===== src/rtl/vend_pkg.sv =====
// vend_pkg: shared vending coin values, payout FSM state encoding and product price
package vend_pkg;
  localparam int NICKEL_V = 1;
  localparam int DIME_V = 2;
  localparam int QUARTER_V = 5;
  localparam int PRICE_N = 7;
  typedef enum logic [2:0] {IDLE, SELECT, PULSE, GAP, DONE} state_e;
endpackage


===== src/rtl/coin_change_dispenser_if.sv =====
// coin_change_dispenser_if: vend-controller/hopper bundle for the payout block; COIN_INVENTORY_EN adds empty flags and short
interface coin_change_dispenser_if #(parameter int AMT_W = 5);
  logic start;
  logic [AMT_W-1:0] amount;
  logic hopper_ack;
  logic q_out, d_out, n_out, busy, done;
`ifdef COIN_INVENTORY_EN
  logic q_empty, d_empty, n_empty, short;
`endif
  modport master (
    output start, amount, hopper_ack,
`ifdef COIN_INVENTORY_EN
    output q_empty, d_empty, n_empty,
    input short,
`endif
    input q_out, d_out, n_out, busy, done
  );
  modport slave (
    input start, amount, hopper_ack,
`ifdef COIN_INVENTORY_EN
    input q_empty, d_empty, n_empty,
    output short,
`endif
    output q_out, d_out, n_out, busy, done
  );
endinterface


===== src/rtl/coin_change_dispenser_coin_select.sv =====
// coin_select: largest eligible coin (quarter/dime/nickel) for a nickel-unit remainder; COIN_INVENTORY_EN skips empty hoppers
module coin_select
  import vend_pkg::*;
#(
  parameter int AMT_W = 5
) (
  input logic [AMT_W-1:0] rem,
`ifdef COIN_INVENTORY_EN
  input logic q_empty,
  input logic d_empty,
  input logic n_empty,
`endif
  output logic [2:0] sel,
  output logic [AMT_W-1:0] val
);
  logic q_ok, d_ok, n_ok;
`ifdef COIN_INVENTORY_EN
  assign q_ok = !q_empty && rem >= AMT_W'(QUARTER_V);
  assign d_ok = !d_empty && rem >= AMT_W'(DIME_V);
  assign n_ok = !n_empty && rem >= AMT_W'(NICKEL_V);
`else
  assign q_ok = rem >= AMT_W'(QUARTER_V);
  assign d_ok = rem >= AMT_W'(DIME_V);
  assign n_ok = rem >= AMT_W'(NICKEL_V);
`endif
  assign sel = q_ok ? 3'b100 : d_ok ? 3'b010 : n_ok ? 3'b001 : 3'b000;
  assign val = q_ok ? AMT_W'(QUARTER_V) : d_ok ? AMT_W'(DIME_V) : n_ok ? AMT_W'(NICKEL_V) : '0;
endmodule


===== src/rtl/coin_change_dispenser.sv =====
// coin_change_dispenser: greedy coin payout over a req/ack hopper with settle gap; COIN_INVENTORY_EN adds empty skipping and short
module coin_change_dispenser
  import vend_pkg::*;
#(
  parameter int AMT_W = 5,
  parameter int GAP_CYC = 2
) (
  input logic clk,
  input logic reset,
  coin_change_dispenser_if.slave bus
);
  state_e state, state_nxt;
  logic [AMT_W-1:0] rem, rem_nxt, cval, cval_nxt, val;
  logic [3:0] gap, gap_nxt;
  logic [2:0] coin, coin_nxt, sel;
  logic busy, busy_nxt, done, done_nxt, fin, acked;
  coin_select #(.AMT_W(AMT_W)) u_sel (
    .rem(rem),
`ifdef COIN_INVENTORY_EN
    .q_empty(bus.q_empty),
    .d_empty(bus.d_empty),
    .n_empty(bus.n_empty),
`endif
    .sel(sel),
    .val(val)
  );
  assign fin = state == SELECT && sel == 3'b000;
  assign acked = state == PULSE && bus.hopper_ack;
`ifdef COIN_INVENTORY_EN
  logic short_r;
  assign bus.short = short_r;
  always_ff @(posedge clk)
    short_r <= reset ? 1'b0 : fin && rem != '0;
`endif
  always_ff @(posedge clk)
    if (reset) begin
      state <= IDLE;
      rem <= '0;
      cval <= '0;
      gap <= '0;
      coin <= '0;
      busy <= 1'b0;
      done <= 1'b0;
    end else begin
      state <= state_nxt;
      rem <= rem_nxt;
      cval <= cval_nxt;
      gap <= gap_nxt;
      coin <= coin_nxt;
      busy <= busy_nxt;
      done <= done_nxt;
    end
  always_comb
    state_nxt = state == IDLE ? (bus.start ? SELECT : IDLE)
      : state == SELECT ? (fin ? DONE : PULSE)
      : state == PULSE ? (bus.hopper_ack ? GAP : PULSE)
      : state == GAP ? (gap <= 4'd1 ? SELECT : GAP)
      : IDLE;
  always_comb begin
    rem_nxt = state == IDLE && bus.start ? bus.amount : acked ? rem - cval : fin ? '0 : rem;
    cval_nxt = state == SELECT ? val : cval;
    gap_nxt = acked ? 4'(GAP_CYC) : state == GAP ? gap - 4'd1 : gap;
    coin_nxt = state == SELECT ? sel : state == PULSE && !bus.hopper_ack ? coin : 3'b000;
    busy_nxt = state == IDLE ? bus.start : state != DONE;
    done_nxt = fin;
  end
  assign bus.q_out = coin[2];
  assign bus.d_out = coin[1];
  assign bus.n_out = coin[0];
  assign bus.busy = busy;
  assign bus.done = done;
endmodule


===== src/flat_wrapper.sv =====
// flat-port wrapper written by rule: the top's interface ports become plain ports
module coin_change_dispenser_flat import vend_pkg::*;
#(
  parameter int AMT_W = 5,
  parameter int GAP_CYC = 2
)
  (clk, reset, bus_start, bus_amount, bus_hopper_ack, bus_q_out, bus_d_out, bus_n_out, bus_busy, bus_done);
  coin_change_dispenser_if #(.AMT_W(AMT_W)) bus_i ();
  input logic clk;
  input logic reset;
  input wire logic [$bits(bus_i.start)-1:0] bus_start;
  input wire logic [$bits(bus_i.amount)-1:0] bus_amount;
  input wire logic [$bits(bus_i.hopper_ack)-1:0] bus_hopper_ack;
  output wire logic [$bits(bus_i.q_out)-1:0] bus_q_out;
  output wire logic [$bits(bus_i.d_out)-1:0] bus_d_out;
  output wire logic [$bits(bus_i.n_out)-1:0] bus_n_out;
  output wire logic [$bits(bus_i.busy)-1:0] bus_busy;
  output wire logic [$bits(bus_i.done)-1:0] bus_done;
  assign bus_i.start = bus_start;
  assign bus_i.amount = bus_amount;
  assign bus_i.hopper_ack = bus_hopper_ack;
  assign bus_q_out = bus_i.q_out;
  assign bus_d_out = bus_i.d_out;
  assign bus_n_out = bus_i.n_out;
  assign bus_busy = bus_i.busy;
  assign bus_done = bus_i.done;
  coin_change_dispenser #(.AMT_W(AMT_W), .GAP_CYC(GAP_CYC)) u_core (.clk(clk), .reset(reset), .bus(bus_i));
endmodule

===== config.mk =====
export PLATFORM = sky130hd
export DESIGN_NAME = coin_change_dispenser_flat
export DESIGN_NICKNAME = d
export VERILOG_FILES = /design/src/rtl/vend_pkg.sv /design/src/rtl/coin_change_dispenser_if.sv /design/src/rtl/coin_change_dispenser_coin_select.sv /design/src/rtl/coin_change_dispenser.sv /design/src/flat_wrapper.sv
export SDC_FILE = /design/constraint.sdc
export NUM_CORES = 1
export LEC_CHECK = 0
export CORE_MARGIN = 5
export CORE_UTILIZATION = 40
export CTS_BUF_LIST = sky130_fd_sc_hd__clkbuf_16
export CTS_CLUSTER_DIAMETER = 40
export DETAILED_ROUTE_END_ITERATION = 10
export GPL_TIMING_DRIVEN = 0
export PLACE_DENSITY_LB_ADDON = 0.15
export SETUP_SLACK_MARGIN = 0.2
export SYNTH_ARGS = -nofsm -noshare
export SYNTH_HDL_FRONTEND = slang
export SYNTH_SLANG_ARGS = --single-unit

===== constraint.sdc =====
create_clock -name clk -period 2.1 [get_ports clk]
set_input_delay 0.63 -clock clk [delete_from_list [all_inputs] [get_ports clk]]
set_output_delay 0.63 -clock clk [all_outputs]
set_load 0.05 [all_outputs]

Word level (Yosys, flattened, before mapping)
Cells that the tools add are included.

Add/subtract/negate cells: 2. Order comparisons: 4. Equal/unequal tests: 5. Multiplexer cells: 22. Reduce and logical (&&, ||, !) cells: 10.

Operator list (number): two-way mux 3 bit (9); two-way mux 5 bit (3); two-way mux 2 bit (5); == test 3 x 2 -> 1 bit, second input constant (2); logical NOT 3 bit (2); >= comparator 5 x 1 -> 1 bit, second input constant (1); >= comparator 5 x 2 -> 1 bit, second input constant (1); >= comparator 5 x 3 -> 1 bit, second input constant (1); two-way mux 1 bit (5); subtractor 5 bit (1); less-or-equal comparator 4 x 1 -> 1 bit, second input constant (1); logical AND 1 bit (4); subtractor 4 x 1 -> 4 bit, second input constant (1); == test 3 x 1 -> 1 bit, second input constant (1); != test 3 bit, second input constant (1); nonzero test 3 bit (1); != test 2 x 1 -> 1 bit, second input constant (1); nonzero test 2 bit (1); OR reduction 2 bit (1); logical NOT 1 bit (1).

Flip-flop bits (word level): 22. Input bits: 9. Logic and storage cells: 51.

Logic depth before layout (Yosys ltp)
Gate-level depths: netlist of the first run.

Word-level depth: 9. Depth in mapped cells: 8. Mapped depth without buffers: 7.

By module
Synthesis of the first run repeated with hierarchy kept, for this count alone.

Cells, all modules: 135. Area, all modules: 1178.6 um^2.

Modules (own cells, without submodules): coin_change_dispenser (times used 1, cells an instance 119, area an instance 1084.8 um^2, seq. area each 440.4 um^2); coin_select (times used 1, cells an instance 16, area an instance 93.8 um^2, seq. area each 0.0 um^2).

Least setup slack after synthesis of the first run
No wires, ideal clock.

Path type: flip-flop to flip-flop. From: reg u_core.rem[0]. To: reg u_core.rem[4]. Arrival: 1648 ps. Data required time: 1978 ps. Slack: 331 ps. Cell stages (with the launch flop): 9. Path buffers: 1. Cell sequence: dfxtp_1 > buf_2 > inv_1 > ha_1 > fa_1 > nor2b_1 > nor3_1 > xor2_1 > a221o_1.

Word-level cells in the longest chain between the ends: 7. Elaborated cells on any way between the ends: 12. Classes of those cells: add/sub: 1; order compare: 3; mux: 5; reduce/logical: 3.

RTL lines: start: declaration (RTL line coin_change_dispenser.sv:13) `logic [AMT_W-1:0] rem, rem_nxt, cval, cval_nxt, val;`; start signal: assignment (RTL line coin_change_dispenser.sv:46) `rem <= rem_nxt;`; >= comparator 5 x 1 -> 1 bit (RTL line coin_change_dispenser_coin_select.sv:24) `assign n_ok = rem >= AMT_W'(NICKEL_V);`; two-way mux 1 bit (RTL line coin_change_dispenser_coin_select.sv:26) `assign sel = q_ok ? 3'b100 : d_ok ? 3'b010 : n_ok ? 3'b001 : 3'b000;`; two-way mux 2 bit (RTL line coin_change_dispenser_coin_select.sv:26); two-way mux 3 bit (RTL line coin_change_dispenser_coin_select.sv:26); logical NOT 3 bit (RTL line coin_change_dispenser.sv:27) `assign fin = state == SELECT && sel == 3'b000;`; logical AND 1 bit (RTL line coin_change_dispenser.sv:27); nonzero test 3 bit (no line).

Several ways; a longest one is shown, not always the timed one. A chain may end at the register's enable or synchronous reset.

Worst setup path after layout of the first run
From: in bus_hopper_ack. To: reg u_core.rem[4].

Word-level cells in the longest chain between the ends: 3. Elaborated cells on any way between the ends: 4. Classes of those cells: mux: 2; reduce/logical: 2.

RTL lines: start: declaration (RTL line flat_wrapper.sv:13) `input wire logic [$bits(bus_i.hopper_ack)-1:0] bus_hopper_ack;`; logical AND 1 bit (*) (RTL line coin_change_dispenser.sv:28) `assign acked = state == PULSE && bus.hopper_ack;`; two-way mux 5 bit (2 in series) (RTL line coin_change_dispenser.sv:60) `rem_nxt = state == IDLE && bus.start ? bus.amount : acked ? rem - cval : fin ? '0 : rem;`.

Mark *: on every way between the ends. The rest lies on a longest branch, timed or not.

==> impl_metrics.yaml, run 1 <==
run_status:
  outcome: "complete, no violations"
layout:
  n_antenna_cell: 0
  fin_cells: 169
  n_fill_cell: 251
  drive_gt1_share_pct: 12.2
  regArea_um2: 400
  final_util_pct: 53.2
  multiInputGateArea_um2: 608
  area_delta_synth_final_pct: 27.3
  finalNetCount: 156
synth:
  ys_ff_latch: 20
  synth_top_flop_cell: "dfxtp_1"
  synth.area.top_cells: "dfxtp_1 39%, ha_1 6.0%, a21oi_1 5.3%"
  synth_warnings: 0
  ys_types: 36
  synthArstFlopShare_pct: 0
  yosys-top-cells-count: "20 x dfxtp_1, 12 x nor2_1, 11 x a21oi_1"
  synth_edf_count: 0
  synth_largest_area_cell: "dfxtp_1"
  synth_fp_nets: 138
  syn_area_um2: 1030
  synthCells: 123
  yosysSeqAreaShare_pct: 38.7
  syn_area_per_cell_um2: 8.41
  yosysMostFrequentCell: "dfxtp_1"
  synth_top_area_share_pct: 38.7
floorplan:
  start_util_pct: 41.8
  core_um2: 2480
  die_w_um: 60.9
  io_pins: 14
  dieHeight_um: 60.9
  num_rows: 18
  die_area_um2: 3700
global_route:
  antenna_found_initial: 0
  grt_pass1_wl_mm: 3.90
  gr-total-overflow: 0
  grt_pass1_vias: 891
  grt_max_degree: 11
  grt.total_usage_pct: 14.0
critical_path:
  reg2reg_depth: 6
  r2r_slack_ns: 0.29
  crit_type: "in2reg"
  r2r_end: "u_core.rem[4]"
  path_max_fanout: 4
  required_ns: 2.23
  startpoint_type: "primary input"
  r2r-start: "u_core.state[1]"
  cp.arrival_ns: 1.99
  critPathCaptureType: "flop"
placement:
  gp_congestion: 0.800
  dp_cells: 166
  dp_hpwl_mm: 1.68
  port_buffers: 13
  place_worst_setup_slack_ns: -0.327
pwr:
  p_sw_share_pct: 30.3
  comb_power_share_pct: 30.2
  total_power_mw: 1.18
  internal_power_uw: 824
  leakagePower_nw: 0.517
  switchingPower_uw: 359
  clkPwrFrac_pct: 31.2
  ir_worst_vdd_v: 0.000841
  pwr-share-seq_pct: 38.5
  power_density_nw_per_um2: 898
timing:
  tns_ns: 0
  final_hold_viol_count: 0
  worst_pin_slew_ns: 0.570
  setup_viol: 0
  min_period_over_period_pct: 88.4
  fin_skew_ns: 0.00247
  slew_headroom_pct: 61.7
  maxSlewViolCount: 0
  period_needed_ns: 1.86
  rsz0062_at_grt: "true"
  fmax_ghz: 0.539
  fin_ws_ns: 0.245
route:
  drt_iter0_drc: 36
  wl_per_cell_um: 12.9
  via_per_inst: 5.35
  drtAntennaViolNets: 0
  drt_pre_antenna_iters: 4
  vias: 904
  wl_mm: 2.18
  drc: 0
flow_run:
  max_cap_viol_count: 0
clocking:
  clockBufferDepth: 2
  postCtsSetupRepairBufs: 0
  clockRootBuffer: "clkbuf_16"
  clkTransAtPathRegs_ns: 0.05
  numCtsBuffers: 3
  ctsHoldBuffers: 0
  clk_latency_ns: 0.25
  cts_tree: "done"
  clkSinkCount: 20
  cts_htree_levels: 1
hold_path:
  min_to: "u_core.coin[0]"
  hold_class: "reg2reg"
  min_from: "u_core.coin[0]"
  whs_path_depth: 2
## worst max-delay path by stage
stage | start | slack (ns) | endpoint | cells past startpoint
final | bus_hopper_ack | 0.24 | u_core.rem[4] | 5
after global routing | bus_hopper_ack | 0.17 | u_core.rem[4] | 5
after CTS | u_core.rem[0] | 0.21 | u_core.rem[4] | 8
after detailed placement | bus_start | -0.33 | u_core.rem[2] | 4
after global placement | bus_start | -0.32 | u_core.rem[2] | 4
after floorplan | u_core.rem[0] | 0.33 | u_core.rem[4] | 8
## area by class of cell
cell class                      count  share of cell area [%]
Buffer                              8                    3.23
Tap cell                           30                    2.85
Sequential cell                    20                    30.4
Timing Repair Buffer               13                    9.40
Clock buffer                        3                    5.70
Inverter                            8                    2.28
Multi-Input combinational cell     87                    46.2
## per-layer routing
metal / track usage, % / share of wire (%)
met1: 20.2 / 51
met2: 20.0 / 44
met3: 4.04 / 4.1
met4: 4.33 / 1.1
met5: 0 / 0
## what timing repair did
| item | in CTS | in global routing |
|---|---|---|
| resized for setup | 10 | 5 |
| endpoints found under the hold margin | 0 | 0 |
| setup endpoints to repair | 18 | 3 |
## per-stage QoR
step / cell area (µm²) / hold WS, ns
floorplan: 1030 / 0.436
detailed placement: 1200 / 0.455
global route: 1320 / 0.491
finish: 1320 / 0.456
CTS: 1290 / 0.462
global placement: 1200 / 0.449
## critical path, cell delays in order
cell and delay (ns):
clkdlybuf4s50_1 0.53, mux2i_1 0.14, nor3_1 0.23, nor3_2 0.11, a221o_1 0.35
## cell families after synthesis
family	after synthesis	synth area share, %
muxes	2	2.06
and+or+nand+nor	50	25.5
xor gates and xnor gates	5	4.23
buffers and inverters	16	6.29
AOI/OAI and AO/OA	24	15.2
DFF	20	38.7
adders and majority gates	6	7.98
## cells in the final DEF, fill, tap and decap left out, types with 3 or more instances in the layout
cell             count
dfxtp_1             20
nor2_1              12
a21oi_1             11
nand2_1             10
inv_1                8
clkdlybuf4s50_1      8
nor3_1               7
nor4_1               5
ha_1                 5
dlygate4sd2_1        5
xnor2_1              4
buf_2                3
o2bb2ai_1            3
clkbuf_16            3
## sequential cells by signal, summed over array words and instances, names as in the netlist
signal	cells
u_core.bus.busy	1
u_core.cval	3
u_core.state	3
u_core.rem	5
u_core.bus.done	1
u_core.coin	3
u_core.gap	4
## power groups by stage
stage	logic [mW]	clock network, mW	registers (mW)
after CTS	0.345	0.384	0.453
after global placement	0.338	0	0.459
after global routing	0.401	0.403	0.461
final	0.357	0.369	0.456
after floorplan	0.231	0	0.480
after detailed placement	0.340	0	0.460
No activity file was read; power rests on OpenSTA's default activity.
==> run 2, diff against run 1 <==
SLEW_MARGIN = 0   (was default)
==> results of run 2 <==
No change in the layout: final DEF, timing and power equal those of run 1.
==> run 3, diff against run 2 <==
CELL_PAD_IN_SITES_DETAIL_PLACEMENT = 0   (was default)
CELL_PAD_IN_SITES_GLOBAL_PLACEMENT = 2   (was default)
CORE_ASPECT_RATIO = 0.5   (was default)
CORE_UTILIZATION = 31   (was 40)
PLACE_DENSITY = 0.78   (was default)
PLACE_DENSITY_LB_ADDON = default   (was 0.15)
==> impl_metrics.yaml, run 3 (synthesis gave the netlist of run 1 again) <==
layout:
  fin_cells: 180
  n_fill_cell: 319
  drive_gt1_share_pct: 12.9
  n_antenna_cell: 0
  top_regs: "u_core.rem: 5 flops, u_core.gap: 4 flops"
  area_delta_synth_final_pct: 28.8
  largest_register: "u_core.rem"
  finalNetCount: 156
  largest_register_ffs: 5
  final_common_cell: "dfxtp_1"
  layout_common_cells: "20 x dfxtp_1, 12 x nor2_1, 11 x a21oi_1"
critical_path:
  critical_path.slowest_cell: "clkdlybuf4s50_1"
  critPathCaptureType: "flop"
  path_buf_inv: 1
  crit_type: "in2reg"
  startpoint_type: "primary input"
  required_ns: 2.24
  crit_family: "buffers and inverters"
  cp_cell_sequence: "clkdlybuf4s50_1 -> mux2i_1 -> nor3_1 -> nor3_2 -> a221o_1"
  cp.arrival_ns: 1.97
  critPathMaxStageDelay_ns: 0.56
  path_max_fanout: 4
pwr:
  p_sw_share_pct: 32.0
  clkPwrFrac_pct: 32.8
  pwr-share-seq_pct: 37.4
  leakagePower_nw: 0.521
  power_density_nw_per_um2: 908
  switchingPower_uw: 387
  comb_power_share_pct: 29.8
  internal_power_uw: 823
  ir_worst_vdd_v: 0.000311
clocking:
  clockBufferDepth: 2
  clk_latency_ns: 0.25
  ctsHoldBuffers: 0
  cts_tree: "done"
  clkSinkCount: 20
  clockRootBuffer: "clkbuf_16"
  cts_htree_levels: 1
  numCtsBuffers: 3
  clkTransAtPathRegs_ns: 0.06
global_route:
  grt.total_usage_pct: 11.3
  gr-total-overflow: 0
  antenna_found_initial: 0
  grt_pass1_vias: 865
  grt_max_degree: 12
  grt_pass1_wl_mm: 4.15
timing:
  period_needed_ns: 1.83
  final_hold_viol_count: 0
  min_period_over_period_pct: 86.9
  maxSlewViolCount: 0
  slew_headroom_pct: 58.6
  setup_viol: 0
  fmax_ghz: 0.548
  fin_skew_ns: 0.00223
  hold_slack_ns: 0.449
  worst_pin_slew_ns: 0.620
  rsz0062_at_grt: "true"
placement:
  dp_cells: 176
  port_buffers: 13
  gp_congestion: 0.790
  dp_hpwl_mm: 1.88
floorplan:
  core_um2: 3100
  io_pins: 14
  die_area_um2: 4660
  start_util_pct: 33.4
  num_rows: 14
  dieHeight_um: 50.9
  die_w_um: 91.7
route:
  drc: 0
  drt_iter0_drc: 44
  wl_mm: 2.49
  wl_per_cell_um: 13.8
  vias: 884
  via_per_inst: 4.91
  drtAntennaViolNets: 0
  drt_pre_antenna_iters: 4
flow_run:
  max_cap_viol_count: 0
hold_path:
  hold_class: "reg2reg"
run_status:
  outcome: "complete, no violations"
==> run 3: final timing paths <==
path                       start             end  slack, ns  depth (start not counted)
hold reg to reg   u_core.coin[0]  u_core.coin[0]       0.45                          2
setup / recovery  bus_hopper_ack   u_core.rem[4]       0.27                          5
hold / removal    u_core.coin[0]  u_core.coin[0]       0.45                          2
setup reg to reg   u_core.rem[0]   u_core.rem[4]       0.28                          8
==> run 3: power groups by stage <==
stage	clock network [mW]	logic, mW	registers, mW
after floorplan	0	0.231	0.480
after global placement	0	0.350	0.460
after detailed placement	0	0.348	0.460
after CTS	0.414	0.353	0.452
after global routing	0.425	0.406	0.459
final	0.396	0.361	0.452
==> run 3: worst reg2reg max path, stage by stage, from the launching register on <==
cell and delay, ns:
dfxtp_1 0.30, buf_4 0.15, inv_1 0.07, ha_1 0.20, fa_2 0.36, nor2b_1 0.11
nor3_1 0.07, xor2_1 0.15, a221o_1 0.29
==> run 3: layout make-up <==
cell class / instances / area, µm² / share of cell area [%]
multi-input cells: 87 / 609 / 45.7
plain buffers: 8 / 40.0 / 3.00
flip-flops and latches: 20 / 400 / 30.0
clock buffers: 3 / 75.1 / 5.63
well taps: 40 / 50.0 / 3.76
clock inverters: 1 / 3.75 / 0.282
repair buffers: 13 / 124 / 9.30
inverters: 8 / 30.0 / 2.25
==> run 3: timing repair <==
action | in CTS | in global routing
pin swaps | 0 | 1
buffers inserted | 0 | 0
setup endpoints to repair | 20 | 5
resized for setup | 11 | 4
==> run 3: per-stage QoR <==
stage | setup WS (ns) | area (µm²) | util [%] | total power [mW] | TNS (ns)
2_1_floorplan | 0.331 | 1030 | - | 0.711 | 0
3_3_place_gp | -0.433 | 1210 | 39.2 | 0.810 | -3.55
4_1_cts | 0.220 | 1310 | 42.3 | 1.22 | 0
6_report | 0.274 | 1330 | 43.0 | 1.21 | 0
3_5_place_dp | -0.390 | 1210 | 39.2 | 0.808 | -3.33
5_1_grt | 0.153 | 1330 | 43.0 | 1.29 | 0
==> run 3: per-layer routing <==
layer,global-route usage [%],wire [µm],vias up
met1,15.9,1400,401
met5,0,0,-
li1,-,-,472
met3,3.52,71,2
met2,17.3,1000,9
met4,2.22,16,0
